`config.mk`:
```
export PLATFORM = sky130hd
export DESIGN_NAME = down_counter_reload
export DESIGN_NICKNAME = d
export VERILOG_FILES = /design/src/rtl/down_counter_reload.sv
export SDC_FILE = /design/constraint.sdc
export NUM_CORES = 1
export LEC_CHECK = 0
export CAP_MARGIN = 10
export CORE_MARGIN = 2
export CORE_UTILIZATION = 29
export DETAILED_ROUTE_END_ITERATION = 8
export PLACE_DENSITY = 0.63
export SYNTH_ARGS = -nofsm -noshare
export SYNTH_HDL_FRONTEND = slang
export SYNTH_SLANG_ARGS = --single-unit
```
`constraint.sdc`:
```
create_clock -name clk -period 2.63 [get_ports clk]
set_input_delay 0.3945 -clock clk [delete_from_list [all_inputs] [get_ports clk]]
set_output_delay 0.3945 -clock clk [all_outputs]
set_load 0.01 [all_outputs]
```
`src/rtl/down_counter_reload.sv`:
```
// Loadable down-counter/timer with valid/ready load handshake, one-shot or
// auto-reload mode, and a single-cycle registered expiry pulse.
module down_counter_reload #(
  parameter int unsigned WIDTH = 8
) (
  input  logic             clk,
  input  logic             resetn,
  input  logic             i_clk_en,
  input  logic             i_count_valid,
  input  logic             i_load_valid,
  input  logic [WIDTH-1:0] i_load_value,
  input  logic             i_auto_reload,
  input  logic             i_stop,
  output logic             o_load_ready,
  output logic [WIDTH-1:0] o_count,
  output logic             o_count_zero,
  output logic             o_expire,
  output logic             o_busy
);

  typedef enum logic [1:0] {
    S_IDLE = 2'd0,
    S_RUN  = 2'd1,
    S_DONE = 2'd2
  } state_t;

  state_t           state_q,  state_d;
  logic [WIDTH-1:0] count_q,  count_d;
  logic [WIDTH-1:0] reload_q, reload_d;
  logic             auto_q,   auto_d;
  logic             expire_q, expire_d;

  logic             load_ready;
  logic             load_fire;
  logic             count_is_one;

  assign load_ready   = (state_q != S_RUN);
  assign load_fire    = i_load_valid & load_ready & i_clk_en;
  assign count_is_one = (count_q == WIDTH'(1));

  always_comb begin
    state_d  = state_q;
    count_d  = count_q;
    reload_d = reload_q;
    auto_d   = auto_q;
    // Expiry clears on every edge, enabled or not, so it never exceeds one clock.
    expire_d = 1'b0;

    if (load_fire) begin
      count_d  = i_load_value;
      reload_d = i_load_value;
      if (i_load_value == '0) begin
        state_d  = S_DONE;
        expire_d = 1'b1;
        auto_d   = 1'b0;
      end else begin
        state_d  = S_RUN;
        auto_d   = i_auto_reload;
      end
    end else if (i_clk_en) begin
      case (state_q)
        S_RUN: begin
          if (i_stop) begin
            state_d = S_IDLE;
          end else if (i_count_valid) begin
            if (count_is_one) begin
              expire_d = 1'b1;
              if (auto_q) begin
                count_d = reload_q;
              end else begin
                count_d = '0;
                state_d = S_DONE;
              end
            end else if (count_q != '0) begin
              count_d = count_q - WIDTH'(1);
            end
          end
        end
        S_DONE: begin
          if (i_stop) begin
            state_d = S_IDLE;
          end
        end
        default: begin
          state_d = state_q;
        end
      endcase
    end
  end

  always_ff @(posedge clk or negedge resetn) begin
    if (!resetn) begin
      state_q  <= S_IDLE;
      count_q  <= '0;
      reload_q <= '0;
      auto_q   <= 1'b0;
      expire_q <= 1'b0;
    end else begin
      state_q  <= state_d;
      count_q  <= count_d;
      reload_q <= reload_d;
      auto_q   <= auto_d;
      expire_q <= expire_d;
    end
  end

  assign o_load_ready = load_ready;
  assign o_count      = count_q;
  assign o_count_zero = (count_q == '0);
  assign o_expire     = expire_q;
  assign o_busy       = (state_q == S_RUN);

endmodule

```
==> results.py, run 1 <==
metrics = {
    "outcome": {
        "run_status": "finished, final reports clean",
    },
    "routing": {
        "routedWlPerCell_um": 14.0,
        "postRouteWirelength_um": 3000,
        "detail_route.vias_per_cell": 5.37,
        "detailedRoute.firstPassIterationCount": 5,
        "drtIter0Drc": 119,
        "final_antenna_net_count": 0,
        "detail_route.drc_violations": 0,
        "route.vias.total": 1149,
    },
    "layout": {
        "area_delta_synth_final_pct": 26.8,
        "finish.net_count": 184,
        "drive_gt1_share_pct": 11.0,
        "insertedDiodeCount": 0,
        "finalCoreUtilization_pct": 38.6,
        "finished_layout_cells": 214,
        "design_area_mm2": 0.00157,
    },
    "sta": {
        "max-slew-margin-rel_pct": 71.0,
        "report.final.hold_viol_count": 0,
        "post-route-min-period_ps": 2320,
        "tns_ps": 0,
        "fmax_mhz": 431,
        "grt_setup_unrepaired": "no",
        "timing.final.crit_share_pct": 88.3,
        "fin_worst_skew_ps": 0.799,
        "report.final.setup_viol": 0,
        "tightest_slew_ps": 435,
        "final-max-slew-violation-count": 0,
    },
    "yosys": {
        "synth_area_mm2": 0.00124,
        "yosys_register_bits": 20,
        "edff_count_synth": 0,
        "post_synth_main_area_contributors": "dfrtp_1, nand2_1, ha_1",
        "synth_cell_types": 41,
        "ys_seq_area_share_pct": 40.5,
        "async_flop_share_pct": 100,
        "synth_top_area_share_pct": 40.5,
        "syn-instance-count": 139,
        "syn-num-nets": 157,
        "synthDominantAreaCellType": "dfrtp_1",
        "netlist_top_cells_count": "nand2_1, dfrtp_1, a21oi_1, inv_1, o21ai_0",
        "synthMostInstantiatedCell": "nand2_1",
        "syn_area_per_cell_um2": 8.89,
        "postSynth.topFlopCell": "dfrtp_1",
        "yosysWarningCount": 0,
    },
    "critical_path": {
        "crit_path_start_kind": "register",
        "worst-r2r-cell-count": 6,
        "critPathSlowestCell": "clkdlybuf4s50_1",
        "critical_path.max_fanout": 6,
        "critical_path.startpoint": "o_count[4]",
        "delay_contributed_by_the_slowest_stage_of_the_critical_path_ps": 530,
        "end_kind": "output pin",
        "worstReg2RegStart": "o_count[1]",
        "worst-endpoint-arrival_ps": 1930,
        "data_required_time_at_the_worst_endpoint_ps": 2240,
        "crit_chain": "nor4_4 -> nand3_1 -> inv_1 -> clkdlybuf4s50_1",
        "worstSetupPathType": "reg -> out",
    },
    "floorplan": {
        "die_y_um": 69.3,
        "design.die.area_mm2": 0.00480,
        "chipWidth_um": 69.3,
        "core.rowCount": 23,
        "core_area_mm2": 0.00406,
        "design.portCount": 27,
        "start_util_pct": 30.5,
    },
    "pwr": {
        "powerDensity_mw_per_mm2": 1020,
        "power.share.switching_pct": 41.7,
        "seqPwrFrac_pct": 37.8,
        "net-switching-power_mw": 0.663,
        "pwr-share-comb_pct": 49.5,
        "intPower_mw": 0.929,
        "cell_leakage_power_nw": 0.659,
        "p_clk_share_pct": 12.7,
        "worst_ir_drop_on_vdd_uv": 225,
    },
    "clock_network": {
        "post-cts-setup-buffer-count": 0,
        "cts_hold_buffers": 0,
        "number_of_clock_sinks_seen_by_cts": 20,
        "level_count_of_the_clock_h_tree": 1,
        "cts-buffers-inserted": 3,
        "cts_tree": "yes",
        "ctsRootBufferMaster": "clkbuf_8",
        "clkLatencyLatePin_ps": 260,
        "max-clock-path-buffers": 2,
        "cts_resized": 0,
        "clk_pin_slew_worst_paths_ps": 70,
    },
    "min_path": {
        "worstHoldPathType": "in -> async",
    },
    "global_routing": {
        "global_route_total_usage_across_every_layer_pct": 13.0,
        "antenna_violations_before_repair": 0,
        "grt_pass1_wl_um": 5110,
        "grt_pass1_vias": 1113,
        "pin_count_of_the_biggest_net_entering_global_routing": 25,
        "global_route.overflow_total": 0,
    },
    "place": {
        "dpl-instance-area_mm2": 0.00153,
        "gpl.final_weighted_congestion": 0.917,
        "hpwlAfterDp_um": 2230,
        "io_buffer_count": 26,
        "place_inst": 211,
    },
    "run": {
        "maxCapViolCount": 0,
    },
}
## worst max-delay path, delay by kind of cell, from the launching register on
kind | cells | cell delay (ps)
buffers and inverters | 2 | 630
DFF | 1 | 460
and+or+nand+nor | 2 | 580
## metrics by stage
stage	total power, mW	hold slack [ps]	setup slack [ps]
6_report	1.59	476	308
5_1_grt	1.72	494	209
4_1_cts	1.60	481	312
3_5_place_dp	1.39	467	601
3_3_place_gp	1.38	461	601
2_1_floorplan	1.10	98.9	939
## state kept, by name, summed over array words and instances (netlist names)
register	cells
auto_q	1
o_count	8
o_expire	1
reload_q	8
state_q	2
## power by group through the flow
stage	Sequential, mW	Clock, mW	Combinational [mW]
5_1_grt	0.621	0.214	0.885
2_1_floorplan	0.595	0	0.507
3_3_place_gp	0.602	0	0.780
6_report	0.602	0.201	0.789
3_5_place_dp	0.609	0	0.784
4_1_cts	0.601	0.203	0.790
## placed cells by master, fill, tap and decap left out, types with 2 or more instances in the layout
master / synthesis / routed
clkdlybuf4s50_1: 0 / 26
nand2_1: 32 / 32
a22oi_1: 2 / 2
o211ai_1: 4 / 4
a222oi_1: 2 / 2
o31ai_1: 2 / 2
clkbuf_8: 0 / 3
nand3_1: 5 / 5
nor2_1: 4 / 4
buf_4: 0 / 2
a221oi_1: 2 / 2
and3_1: 3 / 3
o21ai_1: 5 / 5
nor3_1: 4 / 4
a21oi_2: 2 / 2
nor4_1: 2 / 2
inv_1: 6 / 6
dfrtp_1: 20 / 20
nor2_4: 2 / 2
o21ai_0: 6 / 6
a21oi_1: 7 / 7
nor4b_1: 2 / 2
ha_1: 3 / 3
## metal layers
layer,routed length [µm],global-route usage [%]
met5,0,0
met4,72,5.23
met3,228,2.91
met2,1370,20.0
met1,1330,17.6
## path summary, 6_finish.rpt
check | to | slack [ps]
worst min register to register | reload_q[5] | 480
max in group asynchronous | o_count[2] | 1940
worst max-delay path | o_count_zero | 310
worst min-delay path | o_count[5] | 480
worst max register to register | o_count[5] | 720
min in group clk | reload_q[5] | 480
## area by class of cell
cell class                      count  area, µm²
Fill cell                         403       2490
Timing Repair Buffer               28        275
Multi-Input combinational cell    106        662
Sequential cell                    20        500
Tap cell                           50       62.6
Clock buffer                        3       41.3
Inverter                            7       26.3
## cell families (layout without fill, tap and decap cells)
group / Yosys count / count (layout) / share of synthesized area (%)
mux: 1 / 1 / 0.810
buf+inv: 13 / 38 / 5.97
flops: 20 / 20 / 40.5
compound gates: 39 / 39 / 21.4
simple gates: 63 / 63 / 28.3
fa+ha+maj: 3 / 3 / 3.04
Note: power is estimated with default switching activity, not from simulation.
==> inputs of run 2 (changes only) <==
--- a/config.mk
+++ b/config.mk
@@ -10,6 +10,7 @@
 export CORE_UTILIZATION = 29
 export DETAILED_ROUTE_END_ITERATION = 8
 export PLACE_DENSITY = 0.63
+export SKIP_CTS_REPAIR_TIMING = 1
 export SYNTH_ARGS = -nofsm -noshare
 export SYNTH_HDL_FRONTEND = slang
 export SYNTH_SLANG_ARGS = --single-unit
==> constraint.sdc (replaced) <==
create_clock -name clk -period 2.63 [get_ports clk]
set_input_delay 0.263 -clock clk [delete_from_list [all_inputs] [get_ports clk]]
set_output_delay 0.263 -clock clk [all_outputs]
set_load 0.01 [all_outputs]
==> run 2 against run 1 <==
Sequential share of layout area is essentially flat. Flip-flop and latch count did not move. Critical path type unchanged. Via count rose by 1.7%. Highest routed layer unchanged. Count of clock-buffer cells in the layout rose by 1.
==> results.py, run 2 (synthesis results as in run 1) <==
metrics = {
    "layout": {
        "seq_area_um2": 500,
        "finish.net_count": 182,
        "insertedDiodeCount": 0,
        "area_delta_synth_final_pct": 26.7,
        "multi_input_comb_area_um2": 662,
        "layout.cells.most_common": "nand2_1",
        "drive_gt1_share_pct": 10.4,
        "design_area_mm2": 0.00157,
        "highest_count_cells_in_the_layout_ignoring_fill_and_taps": "nand2_1, clkdlybuf4s50_1, dfrtp_1, a21oi_1",
        "final.fill_count": 412,
    },
    "pwr": {
        "totalPowerFinal_mw": 1.63,
        "power.share.switching_pct": 41.5,
        "seqPwrFrac_pct": 37.2,
        "worst_ir_drop_on_vdd_uv": 242,
        "p_clk_share_pct": 14.4,
        "cell_leakage_power_nw": 0.657,
        "net-switching-power_mw": 0.678,
        "pwr-share-comb_pct": 48.4,
        "intPower_mw": 0.955,
        "powerDensity_mw_per_mm2": 1040,
    },
    "place": {
        "io_buffer_count": 26,
        "dpl-instance-area_mm2": 0.00151,
        "hpwlAfterDp_um": 2280,
        "gpl.final_weighted_congestion": 0.956,
    },
    "floorplan": {
        "core_area_mm2": 0.00406,
        "die_y_um": 69.3,
        "start_util_pct": 30.5,
        "design.die.area_mm2": 0.00480,
        "chipWidth_um": 69.3,
        "design.portCount": 27,
        "core.rowCount": 23,
    },
    "sta": {
        "max-slew-margin-rel_pct": 39.1,
        "report.final.setup_viol": 0,
        "final-max-slew-violation-count": 0,
        "report.final.hold_viol_count": 0,
        "fmax_mhz": 458,
        "fin_worst_skew_ps": 2.92,
        "tns_ps": 0,
        "tightest_slew_ps": 910,
        "post-route-min-period_ps": 2190,
        "grt_setup_unrepaired": "no",
        "timing.final.crit_share_pct": 83.1,
    },
    "clock_network": {
        "level_count_of_the_clock_h_tree": 1,
        "ctsRootBufferMaster": "clkbuf_8",
        "number_of_clock_sinks_seen_by_cts": 20,
        "clkLatencyLatePin_ps": 260,
        "cts-buffers-inserted": 3,
        "max-clock-path-buffers": 2,
        "cts_tree": "yes",
        "clk_pin_slew_worst_paths_ps": 70,
    },
    "routing": {
        "drtIter0Drc": 144,
        "detailedRoute.firstPassIterationCount": 5,
        "detail_route.vias_per_cell": 5.49,
        "final_antenna_net_count": 0,
        "route.vias.total": 1169,
        "detail_route.drc_violations": 0,
        "postRouteWirelength_um": 3050,
        "routedWlPerCell_um": 14.3,
    },
    "critical_path": {
        "worstSetupPathType": "reg -> out",
        "crit_path_start_kind": "register",
        "worst-endpoint-arrival_ps": 1920,
        "critical_path.max_fanout": 8,
        "end_kind": "output pin",
        "data_required_time_at_the_worst_endpoint_ps": 2370,
    },
    "global_routing": {
        "grt_pass1_vias": 1036,
        "antenna_violations_before_repair": 0,
        "layer_with_the_highest_usage": "met2",
        "grt.met1_usage_pct": 18.0,
        "global_route_total_usage_across_every_layer_pct": 12.9,
        "pin_count_of_the_biggest_net_entering_global_routing": 25,
        "grt_pass1_wl_um": 5000,
        "gr-usage-met3_pct": 2.47,
        "met2_usage_pct": 19.6,
        "global_route.overflow_total": 0,
    },
    "run": {
        "maxCapViolCount": 0,
    },
    "outcome": {
        "run_status": "finished, final reports clean",
    },
    "min_path": {
        "worstHoldPathType": "reg -> reg",
    },
}
## run 2: cell types whose count changed in the layout (fill, tap and decap cells not counted), sizes merged
cell	change
clkbuf	+1
buf	-2
## run 2: area by class of cell
type	instances	share of cell area, %
multi-input cells	106	42.3
flip-flops and latches	20	31.9
repair buffers	26	16.6
well taps	50	3.99
clock buffers	4	3.51
inverters	7	1.68
## run 2: final timing paths
check / endpoint / depth (start not counted) / slack, ps / start
worst min register to register: reload_q[1] / 2 / 480 / reload_q[1]
worst min-delay path: reload_q[1] / 2 / 480 / reload_q[1]
worst max-delay path: o_count_zero / 5 / 440 / o_count[0]
max in group asynchronous: reload_q[0] / 1 / 1560 / resetn
min in group asynchronous: reload_q[4] / 1 / 510 / resetn
worst max register to register: o_count[3] / 6 / 690 / o_count[1]
## run 2: power by group through the flow
| stage | combinational, mW | clock, mW | sequential, mW |
|---|---|---|---|
| after floorplan | 0.507 | 0 | 0.595 |
| after global placement | 0.777 | 0 | 0.606 |
| after detailed placement | 0.784 | 0 | 0.612 |
| after CTS | 0.790 | 0.241 | 0.605 |
| after global routing | 0.867 | 0.255 | 0.628 |
| final | 0.790 | 0.235 | 0.608 |
## run 2: stage by stage
step	cells	hold slack, ps	util [%]	setup slack [ps]
after global placement	209	465	37.2	653
after CTS	213	486	38.6	452
after floorplan	139	-32.6	-	939
after global routing	213	499	38.6	338
after detailed placement	209	468	37.2	594
final	213	484	38.6	444
## run 2: critical path, cell delays in order, from the launching register on
cell	delay, ps
dfrtp_1	480
inv_1	180
ha_1	210
nand3_1	170
inv_1	100
clkdlybuf4s50_1	530
## run 2: routing by layer
layer	vias up	share of wire, %
li1	556	-
met1	553	45
met2	55	47
met3	5	6.3
met4	0	1.5
met5	-	0
